$ cat src/rtl/mem_pkg.sv
// Shared definitions for the main-memory arbiter: FSM state and owner
// encodings, default widths, line-offset width and the round-robin pick.
package mem_pkg;

  localparam int unsigned LINE_W_DEF = 128;
  localparam int unsigned ADDR_W_DEF = 32;
  localparam int unsigned OFFSET_W   = 4;

  typedef enum logic [1:0] {
    IDLE,
    GRANT_I,
    GRANT_D,
    DONE
  } state_e;

  typedef enum logic {
    OWN_I,
    OWN_D
  } owner_e;

  // Picks the next owner; on a tie the requester not served last wins.
  // Only meaningful when at least one request is present.
  function automatic owner_e rr_pick(input logic i_req, input logic d_req,
                                     input owner_e last_grant);
    if (i_req && d_req) begin
      return (last_grant == OWN_D) ? OWN_I : OWN_D;
    end else if (d_req) begin
      return OWN_D;
    end else begin
      return OWN_I;
    end
  endfunction

endpackage

$ cat src/rtl/mem_arbiter.sv
// Round-robin arbiter between the instruction-cache (refill reads) and the
// data-cache (refill reads, writebacks) for a single line-wide memory.
// One transaction in flight; completions return as one-cycle valid pulses.
// Ports:
//   clock, reset         : rising-edge clock, async active-high reset
//   i_req/i_addr         : instruction refill request (level)
//   i_rdata/i_valid      : instruction line and completion pulse
//   d_req/d_we/d_addr/d_wdata : data request, 1 = writeback
//   d_rdata/d_valid      : data line and completion pulse
//   mem_enable/mem_we/mem_addr/mem_wdata : memory request, held per transaction
//   mem_rdata/mem_valid  : memory read data and completion pulse
module mem_arbiter
  import mem_pkg::*;
#(
  parameter int unsigned LINE_W = LINE_W_DEF,
  parameter int unsigned ADDR_W = ADDR_W_DEF
) (
  input  logic              clock,
  input  logic              reset,
  input  logic              i_req,
  input  logic [ADDR_W-1:0] i_addr,
  output logic [LINE_W-1:0] i_rdata,
  output logic              i_valid,
  input  logic              d_req,
  input  logic              d_we,
  input  logic [ADDR_W-1:0] d_addr,
  input  logic [LINE_W-1:0] d_wdata,
  output logic [LINE_W-1:0] d_rdata,
  output logic              d_valid,
  output logic              mem_enable,
  output logic              mem_we,
  output logic [ADDR_W-1:0] mem_addr,
  output logic [LINE_W-1:0] mem_wdata,
  input  logic [LINE_W-1:0] mem_rdata,
  input  logic              mem_valid
);

  localparam logic [ADDR_W-1:0] ALIGN_MASK = ~ADDR_W'((1 << OFFSET_W) - 1);

  state_e            state_q, state_d;
  owner_e            owner_q, owner_d;   // last grant, also owner of current txn
  logic [ADDR_W-1:0] addr_q, addr_d;
  logic              we_q, we_d;
  logic [LINE_W-1:0] wdata_q, wdata_d;
  logic [LINE_W-1:0] i_rdata_q, i_rdata_d;
  logic [LINE_W-1:0] d_rdata_q, d_rdata_d;

  // State and request/response registers
  always_ff @(posedge clock or posedge reset) begin
    if (reset) begin
      state_q   <= IDLE;
      owner_q   <= OWN_D;
      addr_q    <= '0;
      we_q      <= 1'b0;
      wdata_q   <= '0;
      i_rdata_q <= '0;
      d_rdata_q <= '0;
    end else begin
      state_q   <= state_d;
      owner_q   <= owner_d;
      addr_q    <= addr_d;
      we_q      <= we_d;
      wdata_q   <= wdata_d;
      i_rdata_q <= i_rdata_d;
      d_rdata_q <= d_rdata_d;
    end
  end

  // Next state and register updates
  always_comb begin
    state_d   = state_q;
    owner_d   = owner_q;
    addr_d    = addr_q;
    we_d      = we_q;
    wdata_d   = wdata_q;
    i_rdata_d = i_rdata_q;
    d_rdata_d = d_rdata_q;
    unique case (state_q)
      IDLE: begin
        if (i_req || d_req) begin
          owner_d = rr_pick(i_req, d_req, owner_q);
          if (owner_d == OWN_I) begin
            state_d = GRANT_I;
            addr_d  = i_addr & ALIGN_MASK;
            we_d    = 1'b0;
            wdata_d = '0;
          end else begin
            state_d = GRANT_D;
            addr_d  = d_addr & ALIGN_MASK;
            we_d    = d_we;
            wdata_d = d_wdata;
          end
        end
      end
      GRANT_I: begin
        if (mem_valid) begin
          i_rdata_d = mem_rdata;
          state_d   = DONE;
        end
      end
      GRANT_D: begin
        if (mem_valid) begin
          if (!we_q) begin
            d_rdata_d = mem_rdata;
          end
          state_d = DONE;
        end
      end
      DONE:    state_d = IDLE;
      default: state_d = IDLE;
    endcase
  end

  // Outputs decode from registered state only, so reset drops them at once
  always_comb begin
    mem_enable = (state_q == GRANT_I) || (state_q == GRANT_D);
    mem_we     = (state_q == GRANT_D) && we_q;
    mem_addr   = addr_q;
    mem_wdata  = wdata_q;
    i_valid    = (state_q == DONE) && (owner_q == OWN_I);
    d_valid    = (state_q == DONE) && (owner_q == OWN_D);
    i_rdata    = i_rdata_q;
    d_rdata    = d_rdata_q;
  end

endmodule

$ cat config.mk
export PLATFORM = sky130hd
export DESIGN_NAME = mem_arbiter
export DESIGN_NICKNAME = d
export VERILOG_FILES = /design/src/rtl/mem_pkg.sv /design/src/rtl/mem_arbiter.sv
export SDC_FILE = /design/constraint.sdc
export NUM_CORES = 1
export LEC_CHECK = 0
export ABC_AREA = 0
export ABC_CLOCK_PERIOD_IN_PS = 38600
export CORE_AREA = 2 2 287 289
export DETAILED_ROUTE_END_ITERATION = 10
export DIE_AREA = 0 0 289 291
export PLACE_DENSITY = 0.53
export SYNTH_ARGS = -nofsm -noshare
export SYNTH_HDL_FRONTEND = slang
export SYNTH_SLANG_ARGS = --single-unit
$ cat constraint.sdc
create_clock -name clock -period 38.6 [get_ports clock]
set_input_delay 7.72 -clock clock [delete_from_list [all_inputs] [get_ports clock]]
set_output_delay 7.72 -clock clock [all_outputs]
set_load 0.02 [all_outputs]
==> metrics.cfg, run 1 <==
[run_status]
run_status = finished clean

[placement]
globalplace.congestion = 0.810
dp_hpwl_um = 38900
dp_cells = 2761
place.port_buffers = 733

[drt]
routed_wl_um = 52500
violation_count_after_the_first_detailed_routing_iteration = 338
firstDrtPassIters = 4
ant_nets = 0
avgViaCountPerCell = 3.98
route.detailed.wl_per_inst_um = 18.5
via_count = 11313
drc_errors = 0

[sta]
worst_slew_margin_relative_to_its_limit = 0.243
grt_setup_unrepaired = false
fin_skew_ns = 0.0193
layout_worst_path_cycle_share = 0.278
finalHoldViolCount = 0
final-setup-viol-count = 0
timing.final.crit_period_ns = 10.73
tightest_slew_ns = 1.14
report.final.slew_viol_count = 0
final.setup.tns_ns = 0
max_clock_freq_ghz = 0.0932

[finish]
finalNetCount = 2071
drive_gt1_frac = 0.199
fillerInstances = 8096
multi_input_logic_area_mm2 = 0.00472
synthToLayoutAreaGrowth_pct = 64.8
area.sequential_mm2 = 0.0104
layoutNonFillerInstCount = 2844

[logic_synthesis]
netlist_top_cells_count = sky130_fd_sc_hd__dfrtp_1, sky130_fd_sc_hd__mux2_2, sky130_fd_sc_hd__a22o_1
asyncSetResetFlopFracSynth = 1.00
post-synth-top-count-cell = sky130_fd_sc_hd__dfrtp_1
seq_area_frac_synth = 0.672
synth_xor_xnor_area_share = 0
dominantRegCellSynth = sky130_fd_sc_hd__dfrtp_1
yosys-top-cells-area = sky130_fd_sc_hd__dfrtp_1, sky130_fd_sc_hd__mux2_2, sky130_fd_sc_hd__a22o_1
synthAdderAreaFrac = 0.00323
synth_enable_flop_cells = 0
yosys.area.top_type_share = 0.670
avgSynthCellArea_um2 = 15.3
synth.yosys.warnings = 0
postSynthRegisterBits = 416
netlist.top_cell.by_area = sky130_fd_sc_hd__dfrtp_1
fraction_of_the_mapped_netlist_area_in_compound_gates = 0.0961
yosys.cell_types.count = 24
share_of_synthesized_area_spent_on_multiplexers = 0.186
syn-cell-area_mm2 = 0.0155
dominant_combinational_cell_family_by_area_after_synthesis = multiplexers
yosys.area_share.simple = 0.0174
syn-instance-count = 1015

[floorplan]
pin_count = 746
placementRows = 105
start_util = 0.191
die_width_um = 289
die_h_um = 291
core_region_area_mm2 = 0.0812
die_area_mm2 = 0.0841

[clocking]
clk_pin_slew_worst_paths_ns = 0.06
numClockSinks = 416
max-clock-path-buffers = 3
cts_tree = built
cts.root.buffer_cell = sky130_fd_sc_hd__clkbuf_16
cts-htree-levels = 2
cts.repair_timing.setup_buffer_count = 0
cts_resized = 0
cts_hold_buf = 0
numCtsBuffers = 48
clk_latency_ns = 0.56

[hold_path]
timing.hold.worst_endpoint = d_rdata[97]
hold_path_class = reg2reg
hold_path_depth = 1
hold_path.startpoint = d_rdata[97]

[setup_path]
cpLargestDelayFamily = buffers and inverters
cp_cell_sequence = clkdlybuf4s50_1 -> inv_8 -> buf_4 -> buf_4 -> buf_4
critical_path.reg2reg.startpoint = state_q[1]
crit_required_ns = 39.14
timing.critical_path.buf_inv = 5
rr_endpoint = i_rdata[66]
timing.critical_path.fanout_max = 97
worstSetupStartpoint = reset
timing.critical_path.to_type = async pin
timing.reg2reg.setup_slack_ns = 35.49
path_class = in2async
path_common_cell = sky130_fd_sc_hd__buf_4
timing.critical_path.from_type = input pin
cp_slowest_cell = sky130_fd_sc_hd__buf_4
cp_slowest_stage_delay_ns = 0.88
timing.reg2reg.worst_path_depth = 6
worst_ep_arrival_time_ns = 11.26

[global_route]
vias_in_the_first_global_route = 12331
globalRouteOverflowTotal = 0
grt_start_max_net_pins = 129
global_route.usage.total = 0.119
antenna_found_initial = 1
grt_pass1_wl_um = 77300

[power]
leakage_nw = 10.6
post-layout-total-power_mw = 2.32
irDropWorstVdd_mv = 0.0437
power_density_mw_per_mm2 = 90.7

[job]
max_cap_violations = 0

[kinds of logic after synthesis]
kind of cell,after synthesis
DFF,416
muxes,256
AOI/OAI and AO/OA,195
buffers and inverters,76
and+or+nand+nor,67
adders and majority gates,4
other,1
[cell type report]
class | count | share of cell area
diodes | 1 | 0.0000980
clock buffers | 67 | 0.0550
clock inverters | 15 | 0.00740
inverters | 3 | 0.000735
multi-input cells | 526 | 0.185
flip-flops and latches | 416 | 0.408
well taps | 1070 | 0.0524
repair buffers | 746 | 0.292
[layer usage]
metal  vias up  part of all wire  routed length, um  track usage
met5         -                 0                  0            0
met4         0             0.030               1570       0.0381
met3        74             0.094               4930       0.0426
met2       494              0.52              27100        0.219
met1      5653              0.36              18900        0.125
li1       5092                 -                  -            -
[flip-flops by register name, summed over array words and instances, names as in the netlist]
signal / cells
owner_q: 1
i_rdata: 128
mem_wdata: 128
state_q: 2
we_q: 1
mem_addr: 28
d_rdata: 128
[power by group]
group | switching (mW) | total (mW) | internal (mW)
sequential | 0.116 | 0.758 | 0.642
combinational | 0.541 | 1.10 | 0.561
clock | 0.179 | 0.458 | 0.279
[stage by stage]
step | worst slack (ns) | hold WS (ns) | cell area (um2) | util
6_report | 27.87 | 0.499 | 25500 | 0.314
5_1_grt | 27.29 | 0.511 | 25500 | 0.314
4_1_cts | 27.68 | 0.504 | 25500 | 0.314
3_5_place_dp | 27.05 | 0.490 | 23900 | 0.295
3_3_place_gp | 27.16 | 0.486 | 23900 | 0.295
2_1_floorplan | 19.30 | 0.466 | 15500 | -
[worst max path at each step]
stage                              end  slack (ns)  cells after the start
final                       i_rdata[3]       27.87                      5
after floorplan             d_rdata[0]       19.30                      1
after detailed placement    d_rdata[4]       27.05                      5
after global placement      d_rdata[4]       27.16                      5
after global routing      d_rdata[121]       27.29                      5
after CTS                 i_rdata[121]       27.68                      5
[placed cells by master, fill, tap and decap left out, types with 2 or more instances in the layout]
cell type	n
sky130_fd_sc_hd__nand2_1	31
sky130_fd_sc_hd__dfrtp_1	415
sky130_fd_sc_hd__inv_1	2
sky130_fd_sc_hd__inv_6	2
sky130_fd_sc_hd__a21oi_1	59
sky130_fd_sc_hd__nor2_1	29
sky130_fd_sc_hd__nor2b_1	2
sky130_fd_sc_hd__clkbuf_16	49
sky130_fd_sc_hd__a22o_1	129
sky130_fd_sc_hd__buf_4	12
sky130_fd_sc_hd__clkinv_2	7
sky130_fd_sc_hd__and2_1	2
sky130_fd_sc_hd__mux2_2	256
sky130_fd_sc_hd__clkbuf_8	11
sky130_fd_sc_hd__clkdlybuf4s50_1	733
sky130_fd_sc_hd__bufinv_16	4
sky130_fd_sc_hd__ha_1	4
sky130_fd_sc_hd__clkbuf_1	7
sky130_fd_sc_hd__conb_1	4
Power figures use the tool's default switching activity.
==> run 2, diff against run 1 <==
--- a/config.mk
+++ b/config.mk
@@ -6,11 +6,11 @@
 export NUM_CORES = 1
 export LEC_CHECK = 0
 export ABC_AREA = 0
-export ABC_CLOCK_PERIOD_IN_PS = 38600
-export CORE_AREA = 2 2 287 289
+export ABC_CLOCK_PERIOD_IN_PS = 11200
+export CORE_AREA = 2 2 289 291
 export DETAILED_ROUTE_END_ITERATION = 10
-export DIE_AREA = 0 0 289 291
-export PLACE_DENSITY = 0.53
+export DIE_AREA = 0 0 291 293
+export PLACE_DENSITY = 0.52
 export SYNTH_ARGS = -nofsm -noshare
 export SYNTH_HDL_FRONTEND = slang
 export SYNTH_SLANG_ARGS = --single-unit
==> constraint.sdc (replaced) <==
create_clock -name clock -period 11.2 [get_ports clock]
set_input_delay 2.24 -clock clock [delete_from_list [all_inputs] [get_ports clock]]
set_output_delay 2.24 -clock clock [all_outputs]
set_load 0.02 [all_outputs]
==> run 2 against run 1 <==
  * Final cell count grew 0.14%
  * Non-clock buffer count increased by 2
  * Routed wire length up 1.8%
  * Largest power group unchanged
  * Worst setup slack got worse by 21 ns
  * Highest routed layer is now met5
==> metrics.cfg, run 2 (synthesis gave the netlist of run 1 again) <==
[setup_path]
path_class = reg2out
rr_endpoint = mem_wdata[66]
crit_required_ns = 8.96  ; -30.18 ns
worst_ep_arrival_time_ns = 2.14  ; -9.12 ns
critical_path.reg2reg.startpoint = state_q[0]
timing.critical_path.to_type = primary output
timing.critical_path.fanout_max = 4  ; -96%
timing.reg2reg.worst_path_depth = 5  ; -1
timing.critical_path.from_type = flop
worstSetupStartpoint = state_q[0]
timing.reg2reg.setup_slack_ns = 8.52  ; -26.97 ns
worstSetupEndpoint = mem_we

[sta]
final_worst_slack_ns = 6.82  ; -21.06 ns
worst_slew_margin_relative_to_its_limit = 0.201  ; -0.0420
final.setup.tns_ns = 0  ; unchanged
max_clock_freq_ghz = 0.228
finalHoldViolCount = 0  ; unchanged
timing.final.crit_period_ns = 4.38
tightest_slew_ns = 1.20  ; +0.0631 ns
grt_setup_unrepaired = false
report.final.slew_viol_count = 0  ; unchanged
fin_skew_ns = 0.00991  ; -0.00942 ns
layout_worst_path_cycle_share = 0.391
final-setup-viol-count = 0  ; unchanged

[run_status]
run_status = finished clean

[power]
post-layout-total-power_mw = 7.92  ; +240%
netSwitchingPower_mw = 2.89  ; +250%
p_seq_frac = 0.328  ; about the same
leakage_nw = 10.6  ; -0.47%
power_density_mw_per_mm2 = 311  ; +240%
internal_power_mw = 5.03  ; +240%
switching_share = 0.365  ; +0.00416
irDropWorstVdd_mv = 0.143  ; +230%
share_clk_of_total_power = 0.192  ; -0.005
power.share.combinational = 0.480  ; +0.005

[placement]
dp_worst_setup_slack_ns = 6.33  ; -20.72 ns
dp_hpwl_um = 39600  ; +1.8%
globalplace.congestion = 0.806  ; -0.51%
place.port_buffers = 733  ; unchanged

[finish]
mostFrequentLayoutCells = sky130_fd_sc_hd__clkdlybuf4s50_1, sky130_fd_sc_hd__dfrtp_1, sky130_fd_sc_hd__mux2_2, sky130_fd_sc_hd__a22o_1, sky130_fd_sc_hd__a21oi_1
fillerInstances = 8219  ; +1.5%
multi_input_logic_area_mm2 = 0.00472  ; unchanged
finalNetCount = 2073  ; +0.097%
layout_commonest_cell = sky130_fd_sc_hd__clkdlybuf4s50_1
synthToLayoutAreaGrowth_pct = 64.3
drive_gt1_frac = 0.197  ; -0.00146
area.sequential_mm2 = 0.0104  ; unchanged

[drt]
via_count = 11473  ; +1.4%
firstDrtPassIters = 4  ; unchanged
routed_wl_um = 53400  ; +1.8%
avgViaCountPerCell = 4.03  ; +1.3%
drc_errors = 0  ; unchanged
ant_nets = 0  ; unchanged
violation_count_after_the_first_detailed_routing_iteration = 424  ; +25%
route.detailed.wl_per_inst_um = 18.8  ; +1.6%

[job]
max_cap_violations = 0  ; unchanged

[clocking]
clk_latency_ns = 0.57  ; about the same
cts_hold_buf = 0  ; unchanged
clk_pin_slew_worst_paths_ns = 0.06  ; about the same
cts.root.buffer_cell = sky130_fd_sc_hd__clkbuf_16
max-clock-path-buffers = 3  ; unchanged
numCtsBuffers = 48  ; unchanged
cts_tree = built
cts_resized = 0  ; unchanged
numClockSinks = 416  ; unchanged
cts.repair_timing.setup_buffer_count = 0  ; unchanged
cts-htree-levels = 2  ; unchanged

[floorplan]
pin_count = 746  ; unchanged
die_area_mm2 = 0.0853  ; +1.4%
die_h_um = 293  ; +0.69%
start_util = 0.189  ; -0.00153
die_width_um = 291  ; +0.69%
core_region_area_mm2 = 0.0818  ; +0.81%
placementRows = 105  ; unchanged

[global_route]
global_route.usage.total = 0.122  ; +0.00291
globalRouteOverflowTotal = 0  ; unchanged
vias_in_the_first_global_route = 12517  ; +1.5%
grt_start_max_net_pins = 149  ; +16%
grt_pass1_wl_um = 80700  ; +4.4%
antenna_found_initial = 4  ; +3

[hold_path]
hold_path_class = reg2reg
hold_path.startpoint = mem_wdata[18]

-- run 2: changes by cell type in the layout (fill, tap and decap cells not counted), sizes merged --
cell      before  now
bufinv         4    2
diode          1    2
clkinv         8    9
buf           13   15
clkinvlp       1    3
-- run 2: per-stage QoR --
stage | instances | area (um2) | util | hold WS (ns)
final | 2848 | 25500 | 0.311 | 0.498
after CTS | 2846 | 25400 | 0.311 | 0.505
after global routing | 2847 | 25500 | 0.311 | 0.510
after global placement | 2763 | 23900 | 0.293 | 0.485
after detailed placement | 2763 | 23900 | 0.293 | 0.490
after floorplan | 1018 | 15500 | - | 0.466
-- run 2: routing by layer --
layer  vias up  GRT usage  wire length [um]
met1      5710      0.131             19500
met5         -          0                13
li1       5132          -                 -
met4         2     0.0454              2030
met3        96     0.0446              4700
met2       533      0.220             27200
-- run 2: worst min-delay path by stage --
stage	end	depth (start not counted)
finish	mem_wdata[18]	1
detailed placement	mem_wdata[64]	1
CTS	i_rdata[79]	1
global route	d_rdata[74]	1
floorplan	owner_q	2
global placement	d_rdata[16]	1
-- run 2: critical path, cell delays in order (launching register included) --
cell,delay [ns]
sky130_fd_sc_hd__dfrtp_1,0.41
sky130_fd_sc_hd__inv_1,0.10
sky130_fd_sc_hd__ha_1,0.28
sky130_fd_sc_hd__and2_1,0.16
sky130_fd_sc_hd__clkdlybuf4s50_1,0.63
-- run 2: area by class of cell --
cell class	instances	area share
Clock inverter	16	0.00575
Inverter	3	0.000590
Timing Repair Buffer	748	0.293
Antenna cell	2	0.000197
Tap cell	1070	0.0526
Multi-Input combinational cell	526	0.186
Clock buffer	67	0.0532
Sequential cell	416	0.409
-- run 2: power by group through the flow --
stage / Combinational [mW] / Sequential (mW) / Clock, mW
floorplan: 1.08 / 3.42 / 0
global placement: 3.84 / 2.59 / 0
detailed placement: 3.86 / 2.62 / 0
CTS: 3.87 / 2.60 / 1.59
global route: 4.01 / 2.69 / 1.66
finish: 3.80 / 2.60 / 1.52
